==> config.mk <==
export PLATFORM = sky130hd
export DESIGN_NAME = countdown_scheduler
export DESIGN_NICKNAME = d
export VERILOG_FILES = /design/src/rtl/countdown_scheduler.sv
export SDC_FILE = /design/constraint.sdc
export NUM_CORES = 1
export LEC_CHECK = 0
export CORE_MARGIN = 4
export CORE_UTILIZATION = 52
export DETAILED_ROUTE_END_ITERATION = 8
export PLACE_DENSITY = 0.8
export SLEW_MARGIN = 20
export SYNTH_ARGS = -nofsm -noshare
export SYNTH_HDL_FRONTEND = slang
export SYNTH_SLANG_ARGS = --single-unit
==> constraint.sdc <==
create_clock -name clk -period 5.7 [get_ports clk]
set_input_delay 0.855 -clock clk [delete_from_list [all_inputs] [get_ports clk]]
set_output_delay 0.855 -clock clk [all_outputs]
set_load 0.01 [all_outputs]
==> src/rtl/countdown_scheduler.sv <==
// Job sequencer in front of a preset down-counter: queues delay jobs in a small
// FIFO, drives the counter's load/count controls and reports each finished job.
module countdown_scheduler #(
  parameter int DEPTH = 4,
  parameter int TAG_W = 4
) (
  input  logic                     clk,
  input  logic                     rst,
  input  logic                     in_valid,
  output logic                     in_ready,
  input  logic [2:0]               in_delay,
  input  logic [TAG_W-1:0]         in_tag,
  input  logic                     cancel,
  output logic                     cnt_en,
  output logic [2:0]               cnt_val,
  input  logic [3:0]               cnt_count,
  output logic                     done,
  output logic [TAG_W-1:0]         done_tag,
  output logic                     done_cancelled,
  output logic [$clog2(DEPTH):0]   level,
  output logic                     busy,
  output logic [1:0]               dbg_state
);

  localparam int AW = $clog2(DEPTH);
  localparam int LW = AW + 1;

  localparam logic [1:0] ST_IDLE = 2'd0;
  localparam logic [1:0] ST_LOAD = 2'd1;
  localparam logic [1:0] ST_RUN  = 2'd2;

  // Handshake: a job transfers on any rising edge where in_valid && in_ready;
  // in_ready is registered and never depends on in_valid in the same cycle.

  logic [1:0]       r_state;
  logic [2:0]       r_delay_mem [DEPTH];
  logic [TAG_W-1:0] r_tag_mem   [DEPTH];
  logic [AW-1:0]    r_wr_ptr;
  logic [AW-1:0]    r_rd_ptr;
  logic [LW-1:0]    r_level;
  logic             r_in_ready;
  logic             r_done;
  logic [TAG_W-1:0] r_done_tag;
  logic             r_done_cancelled;

  logic             w_push;
  logic             w_complete;
  logic             w_cancel;
  logic             w_pop;
  logic [LW-1:0]    w_level_nxt;
  logic [1:0]       w_state_nxt;
  logic [2:0]       w_head_delay;
  logic [TAG_W-1:0] w_head_tag;

  assign w_head_delay = r_delay_mem[r_rd_ptr];
  assign w_head_tag   = r_tag_mem[r_rd_ptr];

  assign w_push     = in_valid && r_in_ready;
  // Any nonzero count, including 8..15, means the counter is still running.
  assign w_complete = (r_state == ST_RUN) && (cnt_count == 4'd0);
  assign w_cancel   = ((r_state == ST_LOAD) || (r_state == ST_RUN)) && cancel && !w_complete;
  assign w_pop      = w_complete || w_cancel;

  always_comb begin
    w_level_nxt = r_level;
    if (w_push && !w_pop) begin
      w_level_nxt = r_level + LW'(1);
    end else if (!w_push && w_pop) begin
      w_level_nxt = r_level - LW'(1);
    end
  end

  always_comb begin
    w_state_nxt = r_state;
    case (r_state)
      ST_IDLE: begin
        if (r_level != '0) begin
          w_state_nxt = ST_LOAD;
        end
      end
      ST_LOAD: begin
        w_state_nxt = w_cancel ? ST_IDLE : ST_RUN;
      end
      ST_RUN: begin
        if (w_complete) begin
          w_state_nxt = (r_level > LW'(1)) ? ST_LOAD : ST_IDLE;
        end else if (w_cancel) begin
          w_state_nxt = ST_IDLE;
        end
      end
      default: begin
        w_state_nxt = ST_IDLE;
      end
    endcase
  end

  // Storage needs no reset: only entries between the pointers are ever read.
  always_ff @(posedge clk) begin
    if (w_push) begin
      r_delay_mem[r_wr_ptr] <= in_delay;
      r_tag_mem[r_wr_ptr]   <= in_tag;
    end
  end

  always_ff @(posedge clk) begin
    if (rst) begin
      r_state          <= ST_IDLE;
      r_wr_ptr         <= '0;
      r_rd_ptr         <= '0;
      r_level          <= '0;
      r_in_ready       <= 1'b0;
      r_done           <= 1'b0;
      r_done_tag       <= '0;
      r_done_cancelled <= 1'b0;
    end else begin
      r_state <= w_state_nxt;
      if (w_push) begin
        r_wr_ptr <= r_wr_ptr + AW'(1);
      end
      if (w_pop) begin
        r_rd_ptr <= r_rd_ptr + AW'(1);
      end
      r_level          <= w_level_nxt;
      r_in_ready       <= (w_level_nxt < LW'(DEPTH));
      r_done           <= w_pop;
      r_done_tag       <= w_pop ? w_head_tag : '0;
      r_done_cancelled <= w_cancel;
    end
  end

  assign cnt_en         = (r_state == ST_RUN);
  assign cnt_val        = (r_state == ST_LOAD) ? w_head_delay : 3'd0;
  assign in_ready       = r_in_ready;
  assign done           = r_done;
  assign done_tag       = r_done_tag;
  assign done_cancelled = r_done_cancelled;
  assign level          = r_level;
  assign busy           = (r_state != ST_IDLE);
  assign dbg_state      = r_state;

endmodule
# Word level (Yosys, flattened, before mapping)
# Memory sizes are Yosys's and may differ from the RTL's. A register that Yosys moved wholly into a read port is not among the register bits.
# Index checks and enable logic that the tools add are counted.
# W data, S select, Z words.
dict set report totals {
  ff_bits 12
  ramBits 28
  inputBits 15
  output_inout_bits 17
  elab_cells 50
  n_memories 2
}
# memory words width rd rd_clocked_by_memory_dff write_ports line
set memory_table {}
lappend memory_table {r_tag_mem 4 4 1 1 1 37} ;# logic [TAG_W-1:0] r_tag_mem [DEPTH];
lappend memory_table {r_delay_mem 4 3 1 1 1 36} ;# logic [2:0] r_delay_mem [DEPTH];
dict set report classes {
  add_sub_neg 4
  magnitude_cmp 2
  eq_ne 4
  n_mux 13
  n_bitwise 1
  reduce_logical 17
}
# operator n
set op_table {}
lappend op_table {{$mux W2} 6}
lappend op_table {{$mux W3} 3}
lappend op_table {{$logic_and A1 B1 Y1} 6}
lappend op_table {{$pmux W2 S3} 1}
lappend op_table {{$add A2 B1 Y2 const B} 2}
lappend op_table {{$logic_not A4 Y1} 1}
lappend op_table {{$add A3 B1 Y3 const B} 1}
lappend op_table {{$gt A3 B1 Y1 const B} 1}
lappend op_table {{$logic_not A1 Y1} 3}
lappend op_table {{$lt A3 B3 Y1 const B} 1}
lappend op_table {{$mux W1} 3}
lappend op_table {{$ne A3 B1 Y1 const B} 1}
lappend op_table {{$reduce_bool A3 Y1} 1}
lappend op_table {{$sub A3 B1 Y3 const B} 1}
lappend op_table {{$eq A2 B1 Y1 const B} 1}
lappend op_table {{$eq A2 B2 Y1 const B} 1}
lappend op_table {{$logic_not A2 Y1} 1}
lappend op_table {{$logic_or A1 B1 Y1} 2}
lappend op_table {{$ne A2 B2 Y1 const B} 1}
lappend op_table {{$reduce_and A2 Y1} 1}
lappend op_table {{$reduce_bool A2 Y1} 1}
lappend op_table {{$reduce_or A2 Y1} 1}
lappend op_table {{$not A1 Y1} 1}

# Longest topological paths before layout
dict set report depth {
  ltp_word 9
  mapped_depth 10
  mapped_depth_nobuf 10
}

# Least setup slack after synthesis
# Ideal clock, no wire load.
dict set report synth_timing {
  path_kind {input-to-reg}
  start {in cnt_count[1]}
  end {reg r_in_ready, in the netlist in_ready}
  setup_ns 0.128
  t_arrival_ns 2.058
  t_required_ns 5.572
  slack_ns 3.514
  cell_stages 8
  path_buffers 0
  path_cell_list {nor4_4 > a21boi_1 > inv_1 > ha_1 > nand2_1 > o21ai_0 > xor2_1 > nor2_1}
}
dict set report synth_via {
  elab_chain_len 9
  elab_cells_between_ends 11
  cone_classes {order compare: 1; mux: 2; reduce/logical: 8}
}
# element line
set synth_rtl {}
lappend synth_rtl {{start, declared} 16} ;# input logic [3:0] cnt_count,
lappend synth_rtl {{$logic_not A4 Y1 (*)} 60} ;# assign w_complete = (r_state == ST_RUN) && (cnt_count == 4'd0);
lappend synth_rtl {{$logic_and A1 B1 Y1 (*)} 60}
lappend synth_rtl {{$logic_not A1 Y1} 61} ;# assign w_cancel = ((r_state == ST_LOAD) || (r_state == ST_RUN)) && cancel && !w_complete;
lappend synth_rtl {{$logic_and A1 B1 Y1} 61}
lappend synth_rtl {{$logic_or A1 B1 Y1 (*)} 62} ;# assign w_pop = w_complete || w_cancel;
lappend synth_rtl {{net w_pop} 49} ;# logic w_pop;
lappend synth_rtl {{$logic_and A1 B1 Y1 or $logic_not A1 Y1 (tied branches)} {68, 66}}
lappend synth_rtl {{$mux W3 or $logic_and A1 B1 Y1 (tied branches)} {68, 66}}
lappend synth_rtl {{$mux W3 (*)} 66} ;# if (w_push && !w_pop) begin
lappend synth_rtl {{$lt A3 B3 Y1 (*)} 124} ;# r_in_ready <= (w_level_nxt < LW'(DEPTH));
lappend synth_rtl {{end signal, assigned} 124}
lappend synth_rtl {{end, declared} 41} ;# logic r_in_ready;
# The timed path passes the listed nets; every way through them passes the cells marked *.
# A chain may end at the register's enable or synchronous reset.

==> results_dict.tcl <==
set metrics [dict create \
    reg2reg_slack_ps 3370 \
    holdPathStages 2 \
    min_to "r_wr_ptr[1]" \
    final.setup.tns_ps 0 \
    slew_headroom_pct 63.56 \
    cts_setup_buffers 0 \
    cts_hold_buf 0 \
    yosysUniqueCellTypes 28 \
    wl_per_cell_um 15.52 \
    ctsRootBufferMaster "clkbuf_8" \
    status "finished clean" \
    cts_resized 0 \
    synth_top_area_cell "edfxtp_1" \
    skew_ps 5.301 \
    drive_above_1_share_pct 9.827 \
    synthTopCellsByCount "edfxtp_1, dfxtp_1, ha_1" \
    dp.cells 211 \
    pin_count 32 \
    grt_pass1_vias 1215 \
    rsz0062_at_grt "no" \
    instances_no_fill 219 \
    power_density_mw_per_mm2 366.3 \
    clkLatencyLatePin_ps 290 \
    setup_violations 0 \
    nets 202 \
    worstHoldPathType "reg -> reg" \
    yosys_warnings 0 \
    grt_usage_pct 15.50 \
    max_freq_mhz 366.5 \
    rows 21 \
    finalCritPeriodShare_pct 47.86 \
    synth_top_area_share_pct 43.27 \
    clk_pin_slew_ps 80 \
    grt_max_degree 15 \
    worst_setup_path_start_kind "flip-flop" \
    ys.flop_type "edfxtp_1" \
    layout.core_utilization_pct 68.90 \
    vias 1143 \
    report.final.slew_viol_count 0 \
    worst_ep_required_time_ps 4850 \
    timing.rr.start "dbg_state[0]" \
    yosys-top-cells-area "edfxtp_1, dfxtp_1, ha_1, mux4_2, and2_1" \
    tightest_slew_ps 545.4 \
    ant_nets 0 \
    place_hpwl_um 2571 \
    clockBufferDepth 2 \
    synth_fp_nets 166 \
    syn_inst 136 \
    r2r-end "level[2]" \
    syn_area_mm2 0.001943 \
    drt_wl_total_um 3399 \
    dieArea_mm2 0.004779 \
    power.total_uw 875.5 \
    area_growth_pct 22.99 \
    antenna_found_initial 0 \
    yosysMostFrequentCell "edfxtp_1" \
    hold_viol 0 \
    r2r_cells 10 \
    drt-initial-drc-count 73 \
    synth_edf_count 28 \
    clock-sinks 46 \
    arrival_ps 1870 \
    crit_path_end_kind "primary output" \
    gp_congestion 0.7821 \
    min_period_ps 2728 \
    ir_drop_v 0.0002110 \
    hp-start "r_wr_ptr[1]" \
    die_x_um 69.13 \
    initial_core_util_pct 56.02 \
    grt_pass1_wl_um 5740 \
    synth.avg_cell_area_um2 14.29 \
    vias_per_cell 5.219 \
    drc 0 \
    synth-seq-cells 46 \
    synthArstFlopShare_pct 0 \
    htree_levels 2 \
    antenna_cells 0 \
    cp_max_fo 3 \
    seq_area_frac_synth_pct 61.82 \
    cts_tree "done" \
    cap_violations 0 \
    numCtsBuffers 5 \
    io_buffers 31 \
    drtPass1Iterations 5 \
    die_y_um 69.13 \
    critPathKind "reg -> out" \
    coreArea_mm2 0.003468 \
    p_leak_nw 0.8891 \
    grt_overflow 0 \
]
state kept, by name (all words and copies together), names as in the netlist, named ones only:
name / flops
r_tag_mem: 16
r_delay_mem: 12
done_tag: 4
level: 3
dbg_state: 2
r_rd_ptr: 2
r_wr_ptr: 2
done: 1
done_cancelled: 1
in_ready: 1
metrics by stage:
step                area [um2]  setup slack (ps)  hold slack [ps]
finish                    2390              2972            510.0
global route              2390              2879            566.1
CTS                       2390              2934            515.3
detailed placement        2303              2825            504.2
global placement          2303              2957            484.2
floorplan                 1943              3514            469.2
cell usage in the layout (no fill, tap or decap), drive strengths merged:
master,synthesis,final
or4b,1,1
o21bai,1,1
a211oi,2,2
inv,10,10
nor3b,1,1
o21ai,3,3
mux4,7,7
nand2,9,9
nor2,8,8
and3,4,4
clkdlybuf4s50,0,31
a21bo,1,1
a31oi,1,1
ha,15,15
or3,1,1
clkinv,0,2
edfxtp,28,28
xnor2,2,2
nor2b,1,1
a21boi,1,1
nor4,1,1
nand3b,1,1
clkbuf,2,6
a21oi,5,5
dfxtp,18,18
o41ai,1,1
xor2,3,3
a2bb2oi,1,1
o22ai,1,1
and2,7,7
per-layer routing:
layer  track usage (%)  part of all wire [%]  vias up  wire [um]
met5                 0                     0        -          0
met1             18.02                    42      555       1439
li1                  -                     -      558          -
met3             5.523                   3.6        4        124
met2             25.85                    53       26       1795
met4             6.508                   1.2        0         40
worst max-delay path, cell delays in order (launching register included):
cell	delay (ps)
dfxtp_1	440
mux4_2	520
and2_1	160
clkdlybuf4s50_1	470
layout make-up:
type / count / area, um2
inverters: 10 / 37.54
fillers: 253 / 1079
flip-flops and latches: 46 / 1201
repair buffers: 31 / 310.3
multi-input cells: 78 / 696.9
clock buffers: 6 / 72.57
well taps: 46 / 57.56
clock inverters: 2 / 13.76
power by group:
| group | switching, mW | internal (mW) | total (mW) |
|---|---|---|---|
| registers | 0.0355 | 0.389 | 0.425 |
| logic | 0.121 | 0.140 | 0.261 |
| clock network | 0.104 | 0.0865 | 0.190 |
how the worst max path moves through the flow:
stage / startpoint / endpoint / slack (ps) / cells after the start
final: flip-flop / cnt_val[1] / 2970 / 3
after detailed placement: cnt_count[1] / level[2] / 2820 / 9
after global placement: cnt_count[1] / in_ready / 2960 / 9
after global routing: flip-flop / cnt_val[1] / 2880 / 3
after floorplan: cnt_count[1] / in_ready / 3510 / 8
after CTS: flip-flop / cnt_val[1] / 2930 / 3
kinds of logic after synthesis:
family | share of synthesized area, %
muxes | 8.113
DFF | 61.82
AOI/OAI and AO/OA | 5.988
adders and majority gates | 9.659
buffers and inverters | 2.318
and+or+nand+nor | 9.852
xor gates and xnor gates | 2.254
Power figures use the tool's default switching activity.
